==> src/rtl/neuron_ctrl_if.sv <==
// neuron_ctrl_if: bundle between the readout FSMs / control module and the neuron-control arbiter
// Signals: req and per-requester command bits in; one-hot grant, owner_idx and busy out;
//   routed command outputs toward the control module; neuron_idle/spi_valid from the control
//   module with owner-only fan-back; sticky watchdog error reporting with err_clear.
interface neuron_ctrl_if #(
    parameter int unsigned NUM_REQ = 4
);
    logic [NUM_REQ-1:0] req;
    logic [NUM_REQ-1:0] grant;
    logic [2:0]         owner_idx;
    logic               busy;
    logic [NUM_REQ-1:0] r_spi_read_trigger;
    logic [NUM_REQ-1:0] r_neuron_reset_trigger;
    logic [NUM_REQ-1:0] r_turn_off_inference;
    logic [NUM_REQ-1:0] r_ext_inference_enable;
    logic [NUM_REQ-1:0] r_reg_reset;
    logic               spi_read_trigger;
    logic               neuron_reset_trigger;
    logic               turn_off_inference;
    logic               ext_inference_enable;
    logic               reg_reset;
    logic               neuron_idle;
    logic               spi_valid;
    logic [NUM_REQ-1:0] g_neuron_idle;
    logic [NUM_REQ-1:0] g_spi_valid;
    logic               timeout_err;
    logic [2:0]         timeout_idx;
    logic               err_clear;

    modport master (
        output req, r_spi_read_trigger, r_neuron_reset_trigger, r_turn_off_inference,
               r_ext_inference_enable, r_reg_reset, neuron_idle, spi_valid, err_clear,
        input  grant, owner_idx, busy, spi_read_trigger, neuron_reset_trigger,
               turn_off_inference, ext_inference_enable, reg_reset, g_neuron_idle,
               g_spi_valid, timeout_err, timeout_idx
    );

    modport slave (
        input  req, r_spi_read_trigger, r_neuron_reset_trigger, r_turn_off_inference,
               r_ext_inference_enable, r_reg_reset, neuron_idle, spi_valid, err_clear,
        output grant, owner_idx, busy, spi_read_trigger, neuron_reset_trigger,
               turn_off_inference, ext_inference_enable, reg_reset, g_neuron_idle,
               g_spi_valid, timeout_err, timeout_idx
    );
endinterface

==> src/rtl/neuron_ctrl_arbiter.sv <==
// neuron_ctrl_arbiter: round-robin sharing of the neuron-control interface between readout FSMs
// Ports: clk; rst (synchronous, active-high); bus (neuron_ctrl_if.slave) carrying requests,
//   per-requester command bits, the registered grant/owner_idx, busy, the registered command
//   outputs to the control module, owner-only neuron_idle/spi_valid fan-back and watchdog errors.
module neuron_ctrl_arbiter #(
    parameter int unsigned NUM_REQ        = 4,
    parameter int unsigned TIMEOUT_W      = 16,
    parameter int unsigned TIMEOUT_CYCLES = 16'hFFFF,
    parameter int unsigned GUARD_CYCLES   = 4
) (
    input logic          clk,
    input logic          rst,
    neuron_ctrl_if.slave bus
);
    typedef enum logic [1:0] {IDLE, GRANT, DRAIN} state_t;
    state_t               state, state_n;
    logic [NUM_REQ-1:0]   mask, mask_n, elig, elig_hi, grant_n;
    logic [2:0]           ptr, ptr_n, pick, pick_lo, pick_hi, owner_n, tidx_n;
    logic [TIMEOUT_W-1:0] wd, wd_n, wd_inc;
    logic [3:0]           gcnt, gcnt_n;
    logic [4:0]           own_cmd, cmd_n;
    logic                 own_req, own_trig, rel, tmo, err_n;

    // A revoked requester stays masked until it drops req.
    assign elig = bus.req & ~mask;
    // Requesters at or above the pointer win; otherwise wrap to the lowest one below it.
    assign elig_hi = elig & ~((NUM_REQ'(1) << ptr) - NUM_REQ'(1));

    always_comb begin
        pick_lo = '0;
        pick_hi = '0;
        for (int i = NUM_REQ - 1; i >= 0; i--) begin
            if (elig[i]) pick_lo = 3'(i);
            if (elig_hi[i]) pick_hi = 3'(i);
        end
        pick = (|elig_hi) ? pick_hi : pick_lo;
    end

    // grant is one-hot while owned, so masking with it selects the owner's bits.
    assign own_req  = |(bus.req & bus.grant);
    assign own_cmd  = {|(bus.r_spi_read_trigger & bus.grant), |(bus.r_neuron_reset_trigger & bus.grant),
                       |(bus.r_turn_off_inference & bus.grant), |(bus.r_ext_inference_enable & bus.grant),
                       |(bus.r_reg_reset & bus.grant)};
    assign own_trig = own_cmd[4] | own_cmd[3];
    assign wd_inc   = wd + TIMEOUT_W'(1);
    // Release wins over a coincident timeout; a trigger this cycle also resets the watchdog.
    assign rel = (state == GRANT) && !own_req;
    assign tmo = (state == GRANT) && own_req && !own_trig && (TIMEOUT_CYCLES != 0) &&
                 (wd_inc == TIMEOUT_W'(TIMEOUT_CYCLES));

    assign bus.g_neuron_idle = bus.grant & {NUM_REQ{bus.neuron_idle}};
    assign bus.g_spi_valid   = bus.grant & {NUM_REQ{bus.spi_valid}};
    assign bus.busy          = state != IDLE;

    always_comb begin
        state_n = state;
        grant_n = bus.grant;
        owner_n = bus.owner_idx;
        ptr_n   = ptr;
        wd_n    = wd;
        gcnt_n  = gcnt;
        cmd_n   = '0;
        mask_n  = (mask & bus.req) | (tmo ? bus.grant : '0);
        err_n   = !bus.err_clear && (bus.timeout_err || tmo);
        tidx_n  = tmo ? bus.owner_idx : bus.timeout_idx;
        case (state)
            IDLE: if (|elig) begin
                state_n = GRANT;
                grant_n = NUM_REQ'(1) << pick;
                owner_n = pick;
                wd_n    = '0;
            end
            GRANT: if (rel || tmo) begin
                state_n = DRAIN;
                grant_n = '0;
                ptr_n   = (bus.owner_idx == 3'(NUM_REQ - 1)) ? 3'd0 : bus.owner_idx + 3'd1;
                gcnt_n  = '0;
            end else begin
                wd_n  = own_trig ? '0 : wd_inc;
                cmd_n = own_cmd;
            end
            DRAIN: begin
                gcnt_n = gcnt + 4'(gcnt != 4'hF);
                if (gcnt >= 4'(GUARD_CYCLES - 1) && bus.neuron_idle) state_n = IDLE;
            end
            default: state_n = IDLE;
        endcase
    end

    always_ff @(posedge clk) begin
        if (rst) begin
            state           <= IDLE;
            ptr             <= '0;
            mask            <= '0;
            wd              <= '0;
            gcnt            <= '0;
            bus.grant       <= '0;
            bus.owner_idx   <= '0;
            bus.timeout_err <= 1'b0;
            bus.timeout_idx <= '0;
            {bus.spi_read_trigger, bus.neuron_reset_trigger, bus.turn_off_inference,
             bus.ext_inference_enable, bus.reg_reset} <= '0;
        end else begin
            state           <= state_n;
            ptr             <= ptr_n;
            mask            <= mask_n;
            wd              <= wd_n;
            gcnt            <= gcnt_n;
            bus.grant       <= grant_n;
            bus.owner_idx   <= owner_n;
            bus.timeout_err <= err_n;
            bus.timeout_idx <= tidx_n;
            {bus.spi_read_trigger, bus.neuron_reset_trigger, bus.turn_off_inference,
             bus.ext_inference_enable, bus.reg_reset} <= cmd_n;
        end
    end
endmodule

==> src/flat_wrapper.sv <==
// flat-port wrapper written by rule: the top's interface ports become plain ports
module neuron_ctrl_arbiter_flat 
#(
    parameter int unsigned NUM_REQ        = 4,
    parameter int unsigned TIMEOUT_W      = 16,
    parameter int unsigned TIMEOUT_CYCLES = 16'hFFFF,
    parameter int unsigned GUARD_CYCLES   = 4
)
  (clk, rst, bus_req, bus_r_spi_read_trigger, bus_r_neuron_reset_trigger, bus_r_turn_off_inference, bus_r_ext_inference_enable, bus_r_reg_reset, bus_neuron_idle, bus_spi_valid, bus_err_clear, bus_grant, bus_owner_idx, bus_busy, bus_spi_read_trigger, bus_neuron_reset_trigger, bus_turn_off_inference, bus_ext_inference_enable, bus_reg_reset, bus_g_neuron_idle, bus_g_spi_valid, bus_timeout_err, bus_timeout_idx);
  neuron_ctrl_if #(.NUM_REQ(NUM_REQ)) bus_i ();
  input logic clk;
  input logic rst;
  input wire logic [$bits(bus_i.req)-1:0] bus_req;
  input wire logic [$bits(bus_i.r_spi_read_trigger)-1:0] bus_r_spi_read_trigger;
  input wire logic [$bits(bus_i.r_neuron_reset_trigger)-1:0] bus_r_neuron_reset_trigger;
  input wire logic [$bits(bus_i.r_turn_off_inference)-1:0] bus_r_turn_off_inference;
  input wire logic [$bits(bus_i.r_ext_inference_enable)-1:0] bus_r_ext_inference_enable;
  input wire logic [$bits(bus_i.r_reg_reset)-1:0] bus_r_reg_reset;
  input wire logic [$bits(bus_i.neuron_idle)-1:0] bus_neuron_idle;
  input wire logic [$bits(bus_i.spi_valid)-1:0] bus_spi_valid;
  input wire logic [$bits(bus_i.err_clear)-1:0] bus_err_clear;
  output wire logic [$bits(bus_i.grant)-1:0] bus_grant;
  output wire logic [$bits(bus_i.owner_idx)-1:0] bus_owner_idx;
  output wire logic [$bits(bus_i.busy)-1:0] bus_busy;
  output wire logic [$bits(bus_i.spi_read_trigger)-1:0] bus_spi_read_trigger;
  output wire logic [$bits(bus_i.neuron_reset_trigger)-1:0] bus_neuron_reset_trigger;
  output wire logic [$bits(bus_i.turn_off_inference)-1:0] bus_turn_off_inference;
  output wire logic [$bits(bus_i.ext_inference_enable)-1:0] bus_ext_inference_enable;
  output wire logic [$bits(bus_i.reg_reset)-1:0] bus_reg_reset;
  output wire logic [$bits(bus_i.g_neuron_idle)-1:0] bus_g_neuron_idle;
  output wire logic [$bits(bus_i.g_spi_valid)-1:0] bus_g_spi_valid;
  output wire logic [$bits(bus_i.timeout_err)-1:0] bus_timeout_err;
  output wire logic [$bits(bus_i.timeout_idx)-1:0] bus_timeout_idx;
  assign bus_i.req = bus_req;
  assign bus_i.r_spi_read_trigger = bus_r_spi_read_trigger;
  assign bus_i.r_neuron_reset_trigger = bus_r_neuron_reset_trigger;
  assign bus_i.r_turn_off_inference = bus_r_turn_off_inference;
  assign bus_i.r_ext_inference_enable = bus_r_ext_inference_enable;
  assign bus_i.r_reg_reset = bus_r_reg_reset;
  assign bus_i.neuron_idle = bus_neuron_idle;
  assign bus_i.spi_valid = bus_spi_valid;
  assign bus_i.err_clear = bus_err_clear;
  assign bus_grant = bus_i.grant;
  assign bus_owner_idx = bus_i.owner_idx;
  assign bus_busy = bus_i.busy;
  assign bus_spi_read_trigger = bus_i.spi_read_trigger;
  assign bus_neuron_reset_trigger = bus_i.neuron_reset_trigger;
  assign bus_turn_off_inference = bus_i.turn_off_inference;
  assign bus_ext_inference_enable = bus_i.ext_inference_enable;
  assign bus_reg_reset = bus_i.reg_reset;
  assign bus_g_neuron_idle = bus_i.g_neuron_idle;
  assign bus_g_spi_valid = bus_i.g_spi_valid;
  assign bus_timeout_err = bus_i.timeout_err;
  assign bus_timeout_idx = bus_i.timeout_idx;
  neuron_ctrl_arbiter #(.NUM_REQ(NUM_REQ), .TIMEOUT_W(TIMEOUT_W), .TIMEOUT_CYCLES(TIMEOUT_CYCLES), .GUARD_CYCLES(GUARD_CYCLES)) u_core (.clk(clk), .rst(rst), .bus(bus_i));
endmodule
==> config.mk <==
export PLATFORM = sky130hd
export DESIGN_NAME = neuron_ctrl_arbiter_flat
export DESIGN_NICKNAME = d
export VERILOG_FILES = /design/src/rtl/neuron_ctrl_if.sv /design/src/rtl/neuron_ctrl_arbiter.sv /design/src/flat_wrapper.sv
export SDC_FILE = /design/constraint.sdc
export NUM_CORES = 1
export LEC_CHECK = 0
export ABC_AREA = 0
export CAP_MARGIN = 20
export CORE_UTILIZATION = 40
export CTS_CLUSTER_DIAMETER = 80
export DETAILED_ROUTE_END_ITERATION = 10
export GPL_TIMING_DRIVEN = 0
export PLACE_DENSITY = 0.75
export SLEW_MARGIN = 15
export SYNTH_ARGS = -nofsm -noshare
export SYNTH_HDL_FRONTEND = slang
export SYNTH_SLANG_ARGS = --single-unit
==> constraint.sdc <==
create_clock -name clk -period 2.7 [get_ports clk]
set_input_delay 0.54 -clock clk [delete_from_list [all_inputs] [get_ports clk]]
set_output_delay 0.54 -clock clk [all_outputs]
set_load 0.005 [all_outputs]
==> results.txt, run 1 <==
Leaving out fill and tap cells, the most frequent cell in the layout is sky130_fd_sc_hd__clkdlybuf4s50_1. In the final design database the tool counted 399 nets. The final number of max-transition violations was 0; the share of layout cells above drive strength 1 was 0.0914. The average size of a mapped cell works out to 8.26 um^2. At the worst endpoint, the arrival time is 2760 ps. Power spread over the standard cell area amounts to 637 nW/um^2.

The worst path buffer plus inverter count came out at 1. Setup slack at placement: -306 ps. The total of buffers placed on input and output ports works out to 51. The area growth from synthesis to layout works out to 34.3%. The finished layout holds 436 standard cells, fillers aside.

Yosys mapped a number of flops with a built-in enable equal to 0. The highest layer used for signal routing is met4. The layout has 520 filler cells. The relative slew slack was 0.582; the final total negative setup slack was 0 ps. The number of antenna diodes in the final layout is 0. The largest fanout on the critical path is 8, and the post-DP HPWL is 4870 um. The worst-case IR drop observed on VDD is 0.369 mV. The worst setup path is captured at a register.

The number of failing setup endpoints in the final timing report is 0, and the number of remaining DRC errors is 0. For the worst-skew pair later-pin latency, the log shows 310 ps. The clock tree synthesis step divided the H-tree into 2 levels. The slowest stage of the critical path belongs to the cell sky130_fd_sc_hd__a2111o_1. In the final routed layout, each cell accounts on average for 15.4 um.

The clock root buffer was sky130_fd_sc_hd__clkbuf_8. In this run the remaining antenna-violating nets after routing total 0. Derived from the worst setup path, the maximum achievable clock frequency is 391 MHz. The routed layout has 2544 vias.

The run finished with clean final reports. For this run the aggregate overflow at the end of global routing stands at 0. The hold violation count in the final report is 0, and the worst path setup slack after routing is 139 ps. For the required time at the worst-slack endpoint, the log shows 2900 ps. The transition time of the tightest slew-check pin is 622 ps.

Summed over all layers, the routed wires come to 6710 um. Counting cells, the worst reg-to-reg path comes to 8. For this block, the initial DRC count from the detailed router was 194. Share of synthesized flip-flops with an asynchronous set or reset: 0. Initial antenna violation count: 0. The classification of the worst setup path is register to register. The synthesized netlist occupies a cell area of 2440 um^2. The Yosys step of the flow raised 0 warnings. The run gives 42 as the number of clock sinks. For the count of standard-cell rows, the log shows 28. Counting instances, the worst hold path has a depth of 2.

The cell class contributing the biggest share of worst-path delay was compound AO/OA/AOI/OAI gates. TritonCTS built the clock tree. The logs give 2 for the number of buffers on the longest clock path and 6430 um^2 for the die area.

The final weighted congestion in routability-driven placement is 0.899, and the average vias per placed instance is 5.83. After technology mapping, the gate count stands at 296. Leaving out fill and tap cells, the most frequent cells in the layout are sky130_fd_sc_hd__clkdlybuf4s50_1, sky130_fd_sc_hd__dfxtp_1, sky130_fd_sc_hd__nand2_1. The flip-flop and latch count after synthesis is 42.

The worst setup skew after layout was 8.88 ps; the area of the core was 5920 um^2. Entering global routing, the biggest net connects 14 pins. Walking the worst path, the cells encountered are ha_2 -> nand3_4 -> or3_1 -> a2111o_1 -> buf_4 -> a2111oi_4 -> nor2_2 -> a32o_1. The synthesized netlist contains 53 unique library cells. The depth of the critical timing path with buffers and inverters included was 8; the number of I/O pins was 54. The min-delay analysis places its worst path in the category register to register. The run gives 0.205 as the total routing usage reported by global routing.

The number of hold buffers added after CTS was 0. The total length of routed met3 wires was 539 um; the shortest clock period the worst path allows after layout was 2560 ps. The floorplan step set the die height to 80.2 um. For the number of global-route vias before repair, the log shows 2164. The portion of the clock cycle consumed by the worst path in the final layout is 0.948, and the x dimension of the die is 80.2 um.

The worst setup path is launched from a register. For the first-pass GRT wire length, the log shows 10100 um. Clock-pin slew on the worst setup and hold paths: 80 ps. The effective utilization at floorplan was 0.413. The routed design uses 3100 um of met2 wire.

Prevailing post-synth register cell: sky130_fd_sc_hd__dfxtp_1. For the post-layout utilization of the core, the log shows 0.555. The first TritonRoute pass finished after 5 iterations. The tool flagged a number of max-cap violations equal to 0. The share of synthesized area occupied by flip-flops and latches came out at 0.344. The largest stage delay on the critical path came out at 520 ps.

The number of cells in the design after placement was 423; the TritonCTS buffer count was 5. Setup repair after global routing left no endpoint under its margin. After detailed routing, the wire length on met1 is 2980 um. The static leakage was 1.11 nW.
-- worst register-to-register path, stage by stage, from the launching register on --
cell and delay (ps):
sky130_fd_sc_hd__dfxtp_2 380, sky130_fd_sc_hd__ha_2 250, sky130_fd_sc_hd__nand3_4 130, sky130_fd_sc_hd__or3_1 320
sky130_fd_sc_hd__a2111o_1 520, sky130_fd_sc_hd__buf_4 180, sky130_fd_sc_hd__a2111oi_4 290, sky130_fd_sc_hd__nor2_2 150
sky130_fd_sc_hd__a32o_1 240
-- synthesized netlist by cell type, drive strengths merged (5+ instances only) --
cell type  count  share of area
dfxtp         42           0.34
nand3         16          0.033
o31ai          6          0.018
nor2          17          0.027
a41o           5          0.020
and2          13          0.033
nor3          10          0.020
nor4           6          0.018
nand2         21          0.032
ha            10          0.051
a22oi         14          0.043
nor2b          6          0.015
o21ai         16          0.033
inv           11          0.017
nand4          9          0.023
a21oi         14          0.029
nand2b         8          0.020
clkbuf        11          0.017
-- cell type report --
type	instances	area, um^2	area share
clock inverter	2	37.5	0.0114
tap	75	93.8	0.0286
timing repair buffer	56	548	0.167
multi-input combinational	228	1570	0.478
buffer	15	72.6	0.0221
clock buffer	6	72.6	0.0221
inverter	12	45.0	0.0137
sequential	42	846	0.258
-- logic make-up (layout without fill, tap and decap cells) --
kind of cell | after synthesis | in the layout | share of synthesized area
other cells | 1 | 2 | 0.00153
xor+xnor | 3 | 3 | 0.0107
buf+inv | 27 | 91 | 0.0455
fa+ha+maj | 10 | 10 | 0.0512
simple gates | 123 | 123 | 0.273
flops | 42 | 42 | 0.344
compound gates | 90 | 90 | 0.274
-- final timing paths --
check	startpoint	endpoint	slack (ps)
setup / recovery	u_core.wd[0]	u_core.wd[5]	140
hold / removal	u_core.bus.timeout_idx[0]	u_core.bus.timeout_idx[0]	450
setup reg to reg	u_core.wd[0]	u_core.wd[5]	140
hold reg to reg	u_core.bus.timeout_idx[0]	u_core.bus.timeout_idx[0]	450
-- repair_timing --
| item | CTS | global route |
|---|---|---|
| pin swaps | 3 | 3 |
| buffers inserted | 2 | 3 |
| resized for setup | 3 | 13 |
| setup endpoints to repair | 36 | 38 |
| cloned | 0 | 0 |
-- power by group --
group	switching (W)	internal, W	leakage (nW)	total (W)
Clock	0.000229	0.000276	0.0514	0.000505
Combinational	0.000506	0.000357	0.714	0.000863
Sequential	0.0000462	0.000676	0.342	0.000723
-- layer usage --
| layer | GRT usage | vias up |
|---|---|---|
| met5 | 0 | - |
| met4 | 0.0643 | 0 |
| met3 | 0.0443 | 9 |
| met2 | 0.351 | 94 |
| met1 | 0.253 | 1182 |
| li1 | - | 1259 |
-- per-stage QoR --
stage / cell area (um^2) / power (W) / hold slack (ps)
4_1_cts: 3200 / 0.00206 / 456
3_3_place_gp: 3050 / 0.00155 / 443
6_report: 3280 / 0.00209 / 454
5_1_grt: 3280 / 0.00222 / 471
3_5_place_dp: 3060 / 0.00156 / 444
2_1_floorplan: 2450 / 0.00124 / 448
-- registers in the layout (all words and copies together), names as in the netlist --
name	count
u_core.ptr	2
u_core.state	2
u_core.bus.turn_off_inference	1
u_core.wd	16
u_core.bus.owner_idx	2
u_core.bus.timeout_err	1
u_core.bus.ext_inference_enable	1
u_core.mask	4
u_core.bus.reg_reset	1
u_core.bus.timeout_idx	2
u_core.bus.neuron_reset_trigger	1
u_core.gcnt	4
u_core.bus.spi_read_trigger	1
u_core.bus.grant	4
Note: power is estimated with default switching activity, not from simulation.
==> inputs of run 2 (changes only) <==
--- a/config.mk
+++ b/config.mk
@@ -6,12 +6,12 @@
 export NUM_CORES = 1
 export LEC_CHECK = 0
 export ABC_AREA = 0
-export CAP_MARGIN = 20
 export CORE_UTILIZATION = 40
 export CTS_CLUSTER_DIAMETER = 80
 export DETAILED_ROUTE_END_ITERATION = 10
 export GPL_TIMING_DRIVEN = 0
 export PLACE_DENSITY = 0.75
+export REMOVE_ABC_BUFFERS = 1
 export SLEW_MARGIN = 15
 export SYNTH_ARGS = -nofsm -noshare
 export SYNTH_HDL_FRONTEND = slang
==> run 2 against run 1 <==
Net effect: non-clock buffer count is 12 lower; clock power is 3% higher; highest routed layer unchanged; sequential share of layout area is 0.58 points higher; sequential power is 6.4% higher; via count is 2.5% lower; combinational power is 7.9% lower.
==> results.txt, run 2 (same netlist as run 1, synthesis figures left out) <==
The finished layout cell area is 3200 um^2 (was 3280 um^2). Portion of the clock cycle consumed by the worst path in the final layout: 0.960 (was 0.948). The chip height was 80.2 um (unchanged); the largest stage delay on the critical path was 540 ps (was 520 ps). Most frequent standard cell in the layout excluding fill and tap cells: sky130_fd_sc_hd__clkdlybuf4s50_1 (unchanged). The flip-flop count of the largest register, all copies and words added is 16 (unchanged).

The kind of capture point of the worst setup path was a register (unchanged). Highest-delay cell along the critical path: sky130_fd_sc_hd__a2111o_1 (unchanged). The run gives 28 (unchanged) as the count of standard-cell rows. The tools report the kind of launch point of the worst setup path as a register (unchanged). The required time at the worst-slack endpoint was 2910 ps (was 2900 ps); the number of clock sinks was 42 (unchanged). The per-cell routed wire length was 15.7 um (was 15.4 um); the post-detailed-routing wire length was 6640 um (was 6710 um). The area growth from synthesis to layout was 31.0% (was 34.3%). The instance count along the most critical hold path is 2 (unchanged). The overall power is 0.00208 W (was 0.00209 W). The critical path arrival was 2810 ps (was 2760 ps). The placed instance area is 3010 um^2 (was 3060 um^2).

The number of routed nets with antenna violations was 0 (unchanged). The run finished with clean final reports. The number of global-route vias before repair came out at 2206 (was 2164).

The die area was 6430 um^2 (unchanged). Cell class contributing the biggest share of worst-path delay: compound AO/OA/AOI/OAI gates (unchanged). Critical-path cell list: ha_2 -> nand3_4 -> or3_1 -> a2111o_1 -> a2111oi_4 -> buf_4 -> nand2_1 -> a21oi_1 (was ha_2 -> nand3_4 -> or3_1 -> a2111o_1 -> buf_4 -> a2111oi_4 -> nor2_2 -> a32o_1). The total of buffers placed on input and output ports is 51 (unchanged). The upper clock frequency limit is 386 MHz (was 391 MHz). The post-DP HPWL came out at 4690 um (was 4870 um).

For the worst-skew pair later-pin latency, the log shows 310 ps (about the same). For the worst ir drop on vdd, the log shows 0.314 mV (was 0.369 mV). The tools report the first-pass GRT wire length as 10400 um (was 10100 um).

Setup repair after global routing could not meet its margin everywhere. Register containing the most flip-flops in the final layout: u_core.wd (unchanged). TritonCTS built the clock tree. The logs give 0 (unchanged) for the hold violation count in the final report and 1.09 nW (was 1.11 nW) for the static leakage. Number of remaining DRC errors: 0 (unchanged). The number of nets in the layout was 387 (was 399); the overall via count from detail_route was 2481 (was 2544). The run gives 2 (unchanged) as the maximum level of the CTS H-tree.

Highest-count cells in the layout ignoring fill and taps: sky130_fd_sc_hd__clkdlybuf4s50_1, sky130_fd_sc_hd__dfxtp_1, sky130_fd_sc_hd__nand2_1 (unchanged). The power density relative to cell area was 650 nW/um^2 (was 637 nW/um^2). The largest fanout on the critical path is 8 (unchanged), and the final number of max-transition violations is 0 (unchanged). The logs give 158 (was 194) for the DRC violation total after the first TritonRoute iteration and 0.328 (was 0.582) for the relative slew slack. The average vias per placed instance came out at 5.85 (was 5.83).

The x dimension of the die was 80.2 um (unchanged); the number of buffers inserted by hold repair at cts was 0 (unchanged). For the max-cap check violation count, the log shows 0 (unchanged). The clock-pin slew on the worst setup and hold paths came out at 80 ps (about the same). The worst reg-to-reg path cell count was 8 (unchanged).

The depth of the critical timing path with buffers and inverters included was 8 (unchanged). The kind of path behind the tightest hold check was register to register (unchanged). The transition time of the tightest slew-check pin was 1010 ps (was 622 ps). The number of cells in the design after placement is 410 (was 423). The TritonCTS buffer count was 5 (unchanged); the number of I/O pins was 54 (unchanged).

The share of layout cells above drive strength 1 was 0.0831 (was 0.0914). The tools report the number of standard cells in the final layout excluding fillers as 424 (was 436). The logs give 0 (unchanged) for the number of inserted diodes and 5920 um^2 (unchanged) for the area of the core. The total global routing overflow came out at 0 (unchanged). The shortest clock period the worst path allows after layout works out to 2590 ps (was 2560 ps). The clock root buffer was sky130_fd_sc_hd__clkbuf_8 (unchanged).

Worst path buffer plus inverter count: 1 (unchanged). The count of filler cells inserted in the layout was 560 (was 520); the number of buffers on the longest clock path was 2 (unchanged). The maximum number of pins on one net before global-route repair was 28 (was 14). The effective utilization at floorplan is 0.413 (unchanged), and the number of search-and-repair iterations in the first detailed-routing pass is 4 (was 5). The final weighted congestion in routability-driven placement was 0.830 (was 0.899).

The worst setup skew after layout was 8.11 ps (was 8.88 ps). The total routing usage reported by global routing came out at 0.210 (was 0.205). The run gives 0 (unchanged) as the number of failing setup endpoints in the final timing report. For the final total negative setup slack, the log shows 0 ps (unchanged). The classification of the worst setup path was register to register (unchanged). The initial antenna violation count was 0 (unchanged).
[run 2: cell count changes in the layout (fill, tap and decap cells not counted), moves of 2 or more]
cell                       change
sky130_fd_sc_hd__nand3_2       -2
sky130_fd_sc_hd__clkinv_2      +2
sky130_fd_sc_hd__dfxtp_2       -2
sky130_fd_sc_hd__nand3_1       +2
sky130_fd_sc_hd__dfxtp_1       +2
sky130_fd_sc_hd__clkbuf_1     -12
[run 2: repair_timing]
item                                   CTS  global route
gates cloned                             0             0
setup buffers                            5             1
setup endpoints to repair               38            35
gates resized for setup                  4             6
endpoints found under the hold margin    0             0
pin swaps                                3             3
[run 2: final timing paths]
| path | from | end | slack, ps |
|---|---|---|---|
| min reg2reg | u_core.bus.timeout_idx[0] | u_core.bus.timeout_idx[0] | 460 |
| max | u_core.wd[0] | u_core.bus.timeout_idx[1] | 110 |
| max reg2reg | u_core.wd[0] | u_core.bus.timeout_idx[1] | 110 |
| min | u_core.bus.timeout_idx[0] | u_core.bus.timeout_idx[0] | 460 |
[run 2: area by class of cell]
type | instances | area, um^2 | share of cell area
clock buffers | 5 | 68.8 | 0.0215
clock inverters | 3 | 43.8 | 0.0137
inverters | 12 | 46.3 | 0.0145
multi-input cells | 228 | 1540 | 0.481
flip-flops and latches | 42 | 843 | 0.263
well taps | 75 | 93.8 | 0.0293
repair buffers | 59 | 567 | 0.177
[run 2: through the flow]
step	hold slack [ps]	worst slack [ps]	util
global route	489	-18.5	0.541
floorplan	442	-241	-
finish	462	107	0.541
CTS	467	31.8	0.536
global placement	445	-1740	0.504
detailed placement	452	-949	0.508
[run 2: layer usage]
metal	GRT usage	wire, um	vias to the layer above
met5	0	0	-
met2	0.360	3100	87
met3	0.0489	517	8
met4	0.0786	97	0
li1	-	-	1221
met1	0.253	2930	1165
[run 2: report_power, final]
group / total (W) / internal (W) / switching, W
clock network: 0.000518 / 0.000277 / 0.000241
logic: 0.000795 / 0.000345 / 0.000450
registers: 0.000769 / 0.000677 / 0.0000929
total: 0.00208 / 0.00130 / 0.000784
[run 2: worst register-to-register path: stages (launching register included)]
cell	delay, ps
sky130_fd_sc_hd__dfxtp_2	390
sky130_fd_sc_hd__ha_2	250
sky130_fd_sc_hd__nand3_4	140
sky130_fd_sc_hd__or3_1	340
sky130_fd_sc_hd__a2111o_1	540
sky130_fd_sc_hd__a2111oi_4	400
sky130_fd_sc_hd__buf_4	210
sky130_fd_sc_hd__nand2_1	50
sky130_fd_sc_hd__a21oi_1	190
